===== src/rtl/regfile_wb_arbiter.sv =====
// Write-port controller for the 32x32 register file: zeroes every register after
// reset, then round-robins the single write port between two writeback requesters.
module regfile_wb_arbiter (
  input  logic        clk,
  input  logic        rst,
  input  logic        req0_valid,
  input  logic [4:0]  req0_addr,
  input  logic [31:0] req0_data,
  output logic        req0_ready,
  input  logic        req1_valid,
  input  logic [4:0]  req1_addr,
  input  logic [31:0] req1_data,
  output logic        req1_ready,
  output logic        WE3,
  output logic [4:0]  A3,
  output logic [31:0] WD3,
  output logic        init_done
);

  typedef enum logic {CLEAR, RUN} state_e;

  state_e      state_q, state_d;
  logic [4:0]  clearIdx_q, clearIdx_d;
  logic        lastGrant_q, lastGrant_d;
  logic        we_q, we_d;
  logic [4:0]  a_q, a_d;
  logic [31:0] wd_q, wd_d;
  logic        initDone_q, initDone_d;
  logic        grant0, grant1;

  // Under contention the port that did not win last time gets the grant.
  always_comb begin
    grant0 = req0_valid && (!req1_valid || lastGrant_q);
    grant1 = req1_valid && (!req0_valid || !lastGrant_q);
  end

  assign req0_ready = (state_q == RUN) && grant0;
  assign req1_ready = (state_q == RUN) && grant1;

  always_comb begin
    state_d     = state_q;
    clearIdx_d  = clearIdx_q;
    lastGrant_d = lastGrant_q;
    we_d        = 1'b0;
    a_d         = a_q;
    wd_d        = wd_q;
    initDone_d  = initDone_q;
    case (state_q)
      CLEAR: begin
        we_d       = 1'b1;
        a_d        = clearIdx_q;
        wd_d       = 32'd0;
        clearIdx_d = clearIdx_q + 5'd1;
        if (clearIdx_q == 5'd31) begin
          state_d    = RUN;
          initDone_d = 1'b1;
        end
      end
      RUN: begin
        // x0 writes are accepted but never raise the write enable.
        if (req0_valid && req0_ready) begin
          we_d        = (req0_addr != 5'd0);
          a_d         = req0_addr;
          wd_d        = req0_data;
          lastGrant_d = 1'b0;
        end else if (req1_valid && req1_ready) begin
          we_d        = (req1_addr != 5'd0);
          a_d         = req1_addr;
          wd_d        = req1_data;
          lastGrant_d = 1'b1;
        end
      end
      default: state_d = CLEAR;
    endcase
  end

  always_ff @(posedge clk) begin
    if (!rst) begin
      state_q     <= CLEAR;
      clearIdx_q  <= 5'd0;
      lastGrant_q <= 1'b1;
      we_q        <= 1'b0;
      a_q         <= 5'd0;
      wd_q        <= 32'd0;
      initDone_q  <= 1'b0;
    end else begin
      state_q     <= state_d;
      clearIdx_q  <= clearIdx_d;
      lastGrant_q <= lastGrant_d;
      we_q        <= we_d;
      a_q         <= a_d;
      wd_q        <= wd_d;
      initDone_q  <= initDone_d;
    end
  end

  assign WE3       = we_q;
  assign A3        = a_q;
  assign WD3       = wd_q;
  assign init_done = initDone_q;

endmodule


===== config.mk =====
export PLATFORM = sky130hd
export DESIGN_NAME = regfile_wb_arbiter
export DESIGN_NICKNAME = d
export VERILOG_FILES = /design/src/rtl/regfile_wb_arbiter.sv
export SDC_FILE = /design/constraint.sdc
export NUM_CORES = 1
export LEC_CHECK = 0
export ABC_AREA = 1
export ABC_CLOCK_PERIOD_IN_PS = 3600
export CORE_MARGIN = 1.5
export CORE_UTILIZATION = 45
export DETAILED_ROUTE_END_ITERATION = 7
export GPL_TIMING_DRIVEN = 0
export PLACE_DENSITY = 0.9
export SYNTH_ARGS = -nofsm -noshare
export SYNTH_HDL_FRONTEND = slang
export SYNTH_SLANG_ARGS = --single-unit
export TNS_END_PERCENT = 20

===== constraint.sdc =====
create_clock -name clk -period 3.6 [get_ports clk]
set_input_delay 0.36 -clock clk [delete_from_list [all_inputs] [get_ports clk]]
set_output_delay 0.36 -clock clk [all_outputs]
set_load 0.03 [all_outputs]

Word-level counts from Yosys, hierarchy flattened
Index checks and enable logic that the tools add are counted.

word-level totals
  register bits after elaboration = 46
  latch bits = 0
  memory bits (writable) = 0
  ROM bits = 0
  input port bits = 78
  output and inout port bits = 41
  memories kept = 0

cells by class
  add/sub/neg operators = 1
  multiply operators = 0
  divide/modulo/power cells = 0
  order comparisons = 0
  equal/unequal tests = 2
  shift operators = 0
  mux-type cells = 13
  bitwise gates (word level) = 1
  reductions and logical operators = 16

operators by type and width
  cell                                                                     count
  32-bit 2-to-1 mux                                                        2
  32-bit one-hot mux with 2 select lines                                   1
  5-bit 2-to-1 mux                                                         2
  5-bit one-hot mux with 2 select lines                                    1
  5-bit nonzero test                                                       2
  1-bit logical AND                                                        6
  1-bit 2-to-1 mux                                                         6
  5-bit by 1-bit adder with 5-bit output, second input constant            1
  5-bit equality test, second input constant                               1
  2-bit AND reduction                                                      2
  1-bit logical NOT                                                        3
  3-bit by 1-bit inequality test with 1-bit output, second input constant  1
  1-bit logical OR                                                         2
  1-bit one-hot mux with 2 select lines                                    1
  2-bit nonzero test                                                       1
  1-bit inverter                                                           1

Logic depth before layout (Yosys ltp)
Gate-level depths: netlist of run 1.

  depth in word-level cells = 8
  mapped depth = 9
  mapped depth without buffers = 8

Least setup slack after synthesis of run 1
OpenSTA, ideal clock, no wires.

  path kind = reg2out
  start = reg state_q
  end = out req1_ready
  data arrival time = 974 ps
  required time = 3240 ps
  path slack = 2266 ps
  cell stages (with the launch flop) = 3
  path buffers = 0
  cells stage by stage = dfxtp_1 > nand2_1 > a21oi_1

between the ends
  longest elaborated chain between the ends = 1

ends and longest elaborated chain
  item                    RTL line  RTL
  start, declared         22        state_e state_q, state_d;
  start signal, assigned  87        state_q <= state_d;
  1-bit logical AND       38        assign req1_ready = (state_q == RUN) && grant1;
  end, declared           13        output logic req1_ready,

No other way between the ends.

Worst setup path after layout of run 1
  start = in req1_valid
  end = out req1_ready

between the ends
  longest elaborated chain between the ends = 2

ends and longest elaborated chain
  item               RTL line  RTL
  start, declared    10        input logic req1_valid,
  1-bit logical AND  34        grant1 = req1_valid && (!req0_valid || !lastGrant_q);
  1-bit logical AND  38

No other way between the ends.

==> results of run 1 <==
worst reg2reg max path, cell delays in order, from the launching register on:
cell     delay, ns
dfxtp_1       0.42
nand2_1       0.11
inv_2         0.07
buf_2         0.22
buf_4         0.21
nand3_1       0.09
nand3_1       0.12
a21oi_1       0.07
layer usage:
| metal | wire length [um] | vias up |
|---|---|---|
| li1 | - | 1501 |
| met1 | 3040 | 1396 |
| met2 | 4073 | 146 |
| met3 | 583 | 21 |
| met4 | 264 | 0 |
| met5 | 0 | - |
synthesized netlist by cell type:
cell type  number
or2_2           1
ha_1            2
a21oi_1        42
buf_2          13
nand2_1        51
nor3_1          4
dfxtp_1        46
nor2_1         24
inv_2           1
o21ai_0         3
buf_6           3
buf_4           5
nand3_1       109
inv_1          90
nand2_2         1
clkbuf_1        6
layout make-up:
class                      count  area, um^2
multi-input combinational    237        1110
inverter                      91       341.6
clock buffer                   5       68.82
tap                           72       90.09
buffer                        27       158.9
fill                         469        1556
clock inverter                 3       45.04
sequential                    46       920.9
timing repair buffer         118        1181
report_power, final:
| group | leakage, nW | switching (mW) | internal (mW) | total (mW) |
|---|---|---|---|---|
| Sequential | 0.372 | 0.00334 | 0.514 | 0.517 |
| Combinational | 1.32 | 0.0536 | 0.0941 | 0.148 |
| Clock | 0.0504 | 0.188 | 0.207 | 0.394 |
| Total | 1.74 | 0.245 | 0.815 | 1.06 |
cells in the final DEF (no fill, tap or decap):
master           count
clkbuf_8             5
buf_4                5
ha_1                 2
nand2_1             51
buf_6                3
inv_1               90
o21ai_0              3
nand3_1            109
dfxtp_1             46
clkinvlp_4           2
nand2_2              1
clkdlybuf4s50_1    118
inv_2                1
nor3_1               4
nor2_1              24
bufinv_16            1
or2_2                1
buf_2               13
a21oi_1             42
clkbuf_1             6
per-stage QoR:
stage	instance area (um^2)	total power, mW	worst slack (ns)	utilization (%)
2_1_floorplan	2531	0.5753	2.266	-
6_report	3916	1.059	1.179	71.56
3_3_place_gp	3802	0.6720	1.213	69.48
3_5_place_dp	3802	0.6748	1.196	69.48
5_1_grt	3916	1.097	1.058	71.56
4_1_cts	3916	1.058	1.188	71.56
cell families after synthesis:
| kind of cell | after synthesis |
|---|---|
| AO/OA/AOI/OAI | 45 |
| buffers and inverters | 118 |
| AND/OR/NAND/NOR | 190 |
| flip-flops | 46 |
| adder cells (fa/ha/maj) | 2 |
flip-flops by register name (all words and copies together), names as in the netlist:
signal       cells
WD3             32
state_q          1
init_done        1
WE3              1
clearIdx_q       5
A3               5
lastGrant_q      1
worst min-delay path by stage:
stage                       start            end
detailed placement      init_done      init_done
floorplan           clearIdx_q[4]  clearIdx_q[4]
finish                  init_done      init_done
CTS                     init_done      init_done
global route            init_done      init_done
global placement        init_done      init_done
==> results by group, run 1 <==
Outcome
  – Status: finished, final reports clean

Cells and area
  – Non-filler cells in the finished layout: 599
  – Post-layout nets: slightly above 600
  – Synthesis-to-finish area growth: 54.72%
  – Antenna cell count: 0
  – Share of cells above drive strength 1: just over 6%

Global route
  – First-pass GRT wire length: around 13 mm
  – Initial antenna violation count: 0
  – Vias in the first global route: approximately 2,900
  – GRT met3 Usage: around 4.6%
  – GR Util met1: between 20% and 30%
  – Grt ovf: 0
  – Overall Global Routing Usage: 26.30%
  – Grt met2 use: 48.17%
  – Top Usage Layer GRT: met2
  – Largest net degree at the start of global routing: 16

Route
  – Pre-Repair DR Iteration Count: 5
  – Post-DRT Antenna Nets: 0
  – Routed length per instance: ~13 um
  – Vias: between 3,000 and 4,000
  – Post-route DRC: 0
  – DRT iter0 DRCs: around 180
  – DR vias/cell: 5.115
  – WL final: 7.961 mm

STA
  – Max Slew Vio Count: 0
  – Worst-Margin Slew: a little over 0.5 ns
  – Achievable frequency: just over 400 MHz
  – RSZ-0062 raised after global routing: false
  – Post-Route Setup TNS: 0 ns
  – Period utilisation layout: about two thirds
  – Min Tclk post-route: ~2.4 ns
  – Worst slew margin: about two thirds
  – Final hold viol count: 0
  – Final setup violation count: 0
  – Final hold slack: between 0.4 and 0.5 ns
  – Worst clock skew: about 0.01 ns

Worst setup path
  – Worst path max stage delay: roughly 0.75 ns
  – Critical path type: input pin to primary output
  – Crit path DAT: ~2.1 ns
  – Critical R2R Capture: WD3[26]
  – Startpoint Class: input pin
  – Crit-path max FO: 3
  – CP bufs+invs: 2
  – Worst setup path start: req1_valid
  – Most Frequent Cell on Critical Path: clkdlybuf4s50_1
  – Crit end category: primary output
  – Worst EP required: 3.24 ns
  – CP endpoint: req1_ready
  – Reg2Reg Setup Slack: between 2 and 2.5 ns
  – Delay-heaviest family, CP: buffers and inverters
  – RR Startpoint: state_q
  – Slowest cell on the critical path: clkdlybuf4s50_1
  – Cell count along the critical path: 4
  – Reg2reg path depth: 7
  – Worst-path cell chain: clkdlybuf4s50_1, nand2_1, a21oi_1, clkdlybuf4s50_1

Synth
  – Post-synthesis xor/xnor area fraction: 0%
  – Simple-gate area share of the yosys netlist: between 30% and 40%
  – Yosys warns: 0
  – Adder-cell area share of the yosys netlist: less than 1%
  – Compound-cell area share of the yosys netlist: 8.898%
  – Post-Syn Nets: about 480
  – Post-synthesis mux area share: 0%
  – Post-synthesis sequential area ratio: a little over a third
  – Post-Syn Area: around 2500 um^2
  – Area leader, netlist: dfxtp_1
  – Post-synth cell types: 16
  – Synthesis-stage register bit count: 46
  – Syn avg cell area: between 6 and 7 um^2
  – Post-synth top area share: between 30% and 40%
  – Area contributors post-synth: dfxtp_1, nand3_1, inv_1, a21oi_1, nand2_1
  – Largest family of logic cells by synthesized area: simple AND/OR/NAND/NOR gates
  – Post-synthesis cell count: 401

Floorplan
  – Effective utilization at floorplan: roughly 46%
  – Die area: 6084 um^2
  – Num rows: 27
  – CORE AREA: roughly 5500 um^2
  – Die W: slightly below 80 um
  – I/O Pins: about 120
  – Die height: about 78 um

Clocking
  – Hold buffers post-CTS: 0
  – Worst-path clk slew: 0.10 ns
  – Max clock buf depth: 2
  – H-tree Lvls: 2
  – Clock root cell: clkbuf_8
  – Worst-Skew Late Latency: between 0.3 and 0.4 ns
  – Postcts setup bufs: 0
  – CTS Sinks: 46
  – Post-CTS sizing: 0
  – Inserted Clock Buffers: 5
  – TritonCTS clock tree: built

Placement
  – Gpl congestion: approximately 0.86
  – Detail Placement HPWL: 6.019 mm
  – Placed cells: approximately 590
  – IO Port Bufs: between 100 and 150

Worst hold path
  – Worst hold path class: register to register
  – WHS Path Cells: 2

Flow run
  – Max-cap violation count: 0

Pwr
  – Peak VDD IR: roughly 0.16 mV
  – P_leak: 1.743 nW
  – PD cells: 270.5 nW/um^2
Power figures use the tool's default switching activity.
==> inputs of run 2 (changes only) <==
ABC_CLOCK_PERIOD_IN_PS = 2300   (was 3600)
CORE_UTILIZATION = 41   (was 45)
PLACE_DENSITY = 0.83   (was 0.9)
clock period = 2.3 ns   (was 3.6 ns; I/O delays follow)
==> results by group, run 2 (synthesis results as in run 1) <==
Outcome
  – Status: finished, final reports clean

Route
  – Pre-Repair DR Iteration Count: 5
  – DR vias/cell: roughly 5
  – WL final: ~7.6 mm
  – Vias: just under 3,000
  – Post-DRT Antenna Nets: 0
  – Post-route DRC: 0
  – DRT iter0 DRCs: 158
  – Routed length per instance: ~13 um

Clocking
  – TritonCTS clock tree: built
  – Max clock buf depth: 2
  – Postcts setup bufs: 0
  – H-tree Lvls: 2
  – Hold buffers post-CTS: 0
  – CTS Sinks: between 40 and 50
  – Inserted Clock Buffers: 5
  – Worst-path clk slew: about 0.080 ns
  – Worst-Skew Late Latency: ~0.29 ns
  – Post-CTS sizing: 0
  – Clock root cell: clkbuf_8

STA
  – Final setup violation count: 0
  – Final hold viol count: 0
  – Achievable frequency: 446.3 MHz
  – RSZ-0062 raised after global routing: false
  – Period utilisation layout: 97.42%
  – Post-Route Setup TNS: 0 ns
  – Max Slew Vio Count: 0
  – Worst slew margin: about two thirds
  – Final WS setup: a little under 0.06 ns
  – Worst-Margin Slew: a little under 0.5 ns
  – Worst clock skew: just over 0.006 ns
  – Min Tclk post-route: ~2.2 ns

Cells and area
  – Commonest non-fill, non-tap cells in the layout: clkdlybuf4s50_1, nand3_1, inv_1
  – Fin util: ~65%
  – Post-layout nets: between 600 and 700
  – Fill count: 554
  – Post-route cell area: 3897 um^2
  – Antenna cell count: 0
  – Non-filler cells in the finished layout: between 600 and 700
  – Register area: between 900 and 1000 um^2
  – Most common cell after layout, fill and taps aside: clkdlybuf4s50_1
  – Synthesis-to-finish area growth: 53.98%
  – Max reg flops: 32
  – Multi-input combinational cell area: between 1000 and 1500 um^2
  – Share of cells above drive strength 1: under 10%

Worst setup path
  – Crit-path max FO: 10
  – Startpoint Class: input pin
  – Crit path DAT: roughly 2.0 ns
  – Crit end category: primary output
  – Critical path type: input pin to primary output
  – Worst EP required: a little over 2 ns
  – Reg2reg path depth: 6

Floorplan
  – Num rows: 28
  – Effective utilization at floorplan: roughly 43%
  – Die height: approximately 82 um
  – Die area: ~6700 um^2
  – Die W: a little over 80 um
  – CORE AREA: 5956 um^2
  – I/O Pins: between 100 and 150

Pwr
  – Peak VDD IR: 0.2223 mV
  – P_leak: roughly 1.7 nW
  – PD cells: roughly 400 nW/um^2

Global route
  – Overall Global Routing Usage: around a quarter
  – First-pass GRT wire length: around 13 mm
  – Vias in the first global route: 2,837
  – Initial antenna violation count: 0
  – Largest net degree at the start of global routing: 14
  – Grt ovf: 0

Placement
  – Detail Placement HPWL: just under 6 mm
  – Placed cells: roughly 590
  – Dpl ws: between 0.1 and 0.15 ns
  – Post-DP Area: approximately 3800 um^2
  – IO Port Bufs: 118
  – Gpl congestion: 0.9061

Worst hold path
  – Worst hold path class: register to register
  – WHS Path Cells: 2

Flow run
  – Max-cap violation count: 0
run 2: cell types whose count changed in the layout (fill, tap and decap cells not counted):
| cell | delta |
|---|---|
| clkinv_2 | +1 |
| clkbuf_8 | +1 |
| clkbuf_1 | +1 |
| bufinv_16 | -1 |
| clkinvlp_4 | -2 |
run 2: area by class of cell:
cell class	instances	share of cell area (%)
Timing Repair Buffer	118	30.30
Multi-Input combinational cell	237	28.47
Sequential cell	46	23.63
Inverter	91	8.764
Buffer	27	4.077
Tap cell	75	2.408
Clock buffer	7	2.215
Clock inverter	1	0.1284
run 2: final timing paths:
check              startpoint         end  slack (ns)
setup / recovery   req1_valid  req0_ready        0.06
hold / removal        WD3[20]     WD3[20]        0.49
setup reg to reg  lastGrant_q      WD3[2]        0.83
hold reg to reg       WD3[20]     WD3[20]        0.49
run 2: metal layers:
layer,share of wire [%],track usage (%),vias up
li1,-,-,1501
met1,41,28.36,1340
met2,52,43.31,108
met3,5.8,4.000,12
met4,1.5,7.966,0
met5,0,0,-
run 2: report_power, final:
group          internal [mW]  total [mW]  switching, mW
clock network          0.242       0.495          0.253
registers              0.804       0.810        0.00559
logic                  0.147       0.229         0.0823
total                   1.19        1.53          0.341
run 2: worst max-delay path, cell delays in order:
cell             delay (ns)
clkdlybuf4s50_1        0.48
nand2_2                0.23
nand2_1                0.13
buf_6                  0.16
inv_1                  0.09
clkdlybuf4s50_1        0.68
run 2: through the flow:
stage	total power, mW	hold slack, ns
2_1_floorplan	0.9004	0.3276
3_3_place_gp	1.052	0.4649
3_5_place_dp	1.056	0.4713
4_1_cts	1.547	0.4901
5_1_grt	1.612	0.5088
6_report	1.534	0.4858
==> inputs of run 3 (changes only) <==
SETUP_SLACK_MARGIN = 0.5   (was default)
==> results by group, run 3 (synthesis results as in run 1) <==
Outcome
  – Status: finished, final reports clean

Cells and area
  – Fin util: ~66%
  – Fill count: between 500 and 600
  – Synthesis-to-finish area growth: 54.28%
  – Register area: 920.9 um^2
  – Multi-input combinational cell area: between 1000 and 1500 um^2
  – Antenna cell count: 0
  – Commonest non-fill, non-tap cells in the layout: clkdlybuf4s50_1, nand3_1, inv_1
  – Max reg flops: 32
  – Most common cell after layout, fill and taps aside: clkdlybuf4s50_1
  – Share of cells above drive strength 1: roughly 6.5%
  – Post-layout nets: just over 600

Clocking
  – Clock root cell: clkbuf_8
  – Hold buffers post-CTS: 0
  – Postcts setup bufs: 0
  – Post-CTS sizing: 8
  – CTS Sinks: 46
  – Max clock buf depth: 2
  – TritonCTS clock tree: built
  – Worst-path clk slew: roughly 0.08 ns
  – Worst-Skew Late Latency: approximately 0.30 ns
  – Inserted Clock Buffers: 5
  – H-tree Lvls: 2

Route
  – Routed length per instance: between 10 and 15 um
  – DR vias/cell: 4.925
  – Post-route DRC: 0
  – Post-DRT Antenna Nets: 0
  – Vias: roughly 3,000
  – DRT iter0 DRCs: roughly 180
  – WL final: 7.666 mm
  – Pre-Repair DR Iteration Count: 4

STA
  – Worst slew margin: between 60% and 70%
  – Final hold viol count: 0
  – Period utilisation layout: 73.17%
  – Worst clock skew: roughly 0.012 ns
  – Min Tclk post-route: roughly 1.7 ns
  – RSZ-0062 raised after global routing: false
  – Achievable frequency: 594.2 MHz
  – Final setup violation count: 0
  – Max Slew Vio Count: 0
  – Post-Route Setup TNS: 0 ns
  – Worst-Margin Slew: roughly 0.48 ns

Global route
  – Overall Global Routing Usage: about a quarter
  – First-pass GRT wire length: roughly 13 mm
  – Largest net degree at the start of global routing: 14
  – Grt ovf: 0
  – Initial antenna violation count: 0
  – Vias in the first global route: roughly 2,900

Worst setup path
  – Worst EP required: slightly above 2 ns
  – Worst-path cell chain: clkdlybuf4s50_1, nand2_1, inv_2, nand2_1, buf_6, inv_1, buf_2
  – Startpoint Class: input pin
  – Crit end category: primary output
  – Cell count along the critical path: 7
  – Critical R2R Capture: WD3[2]
  – Crit-path max FO: 10
  – CP bufs+invs: 5
  – Reg2Reg Setup Slack: between 0.8 and 0.9 ns
  – Reg2reg path depth: 6
  – Slowest cell on the critical path: clkdlybuf4s50_1
  – CP endpoint: req0_ready
  – Worst path max stage delay: 0.53 ns
  – Critical path type: input pin to primary output
  – Delay-heaviest family, CP: buffers and inverters
  – Crit path DAT: between 1 and 1.5 ns
  – Most Frequent Cell on Critical Path: nand2_1
  – RR Startpoint: lastGrant_q
  – Worst setup path start: req0_valid

Floorplan
  – CORE AREA: a little under 6000 um^2
  – Num rows: 28
  – Effective utilization at floorplan: between 40% and 50%
  – Die area: around 6700 um^2
  – Die height: ~80 um
  – Die W: just over 80 um
  – I/O Pins: ~120

Pwr
  – P_leak: around 1.8 nW
  – Peak VDD IR: approximately 0.22 mV
  – PD cells: 395.1 nW/um^2

Worst hold path
  – WHS Path Cells: 2
  – Worst hold path class: register to register

Placement
  – IO Port Bufs: between 100 and 150
  – Detail Placement HPWL: 5.862 mm
  – Gpl congestion: 0.9061

Flow run
  – Max-cap violation count: 0
-- run 3: cell types whose count changed in the layout (fill, tap and decap cells not counted) --
cell / previous run / this run
buf_2: 13 / 14
a21oi_2: 0 / 1
a21oi_1: 42 / 41
clkdlybuf4s15_2: 0 / 1
dlymetal6s2s_1: 0 / 1
nand2_2: 1 / 0
nand2_4: 0 / 1
clkdlybuf4s50_1: 118 / 115
-- run 3: final cells by class --
cell class / count / area share [%]
buffer: 27 / 4.069
clock buffer: 7 / 2.211
clock inverter: 1 / 0.1282
inverter: 91 / 8.747
multi-input combinational: 237 / 28.64
sequential: 46 / 23.58
tap: 75 / 2.403
timing repair buffer: 118 / 30.21
-- run 3: metal layers --
layer | global-route usage [%] | share of wire [%]
met2 | 43.64 | 51
met4 | 8.644 | 1.8
met5 | 0 | 0
met3 | 4.111 | 5.3
met1 | 28.22 | 42
-- run 3: worst register-to-register path, stage by stage (launching register included) --
cell and delay [ns]:
dfxtp_1 0.37, inv_1 0.09, nand2_4 0.13, clkbuf_1 0.40, nand3_1 0.13, nand3_1 0.12, a21oi_1 0.08
-- run 3: power by group --
group	internal, mW	switching, mW	leakage (nW)	total [mW]
Sequential	0.804	0.00546	0.372	0.810
Clock	0.243	0.260	0.0482	0.503
Combinational	0.147	0.0833	1.34	0.230
Total	1.19	0.349	1.76	1.54
-- run 3: how the worst min path moves through the flow --
stage	from	to
3_5_place_dp	init_done	init_done
5_1_grt	WD3[21]	WD3[21]
3_3_place_gp	clearIdx_q[4]	clearIdx_q[4]
4_1_cts	WD3[13]	WD3[13]
6_report	WD3[31]	WD3[31]
2_1_floorplan	rst	WE3
-- run 3: through the flow --
stage                     hold WS [ns]  cell area (um^2)  cells  worst slack [ns]  power, mW
after floorplan                 0.3276              2531    401            0.9854     0.9004
after global placement          0.4649              3806    594            0.1617      1.052
after detailed placement        0.4713              3806    594            0.1089      1.056
after CTS                       0.4901              3909    602            0.4830      1.548
after global routing            0.5088              3905    602            0.5392      1.613
final                           0.4860              3905    602            0.6171      1.543
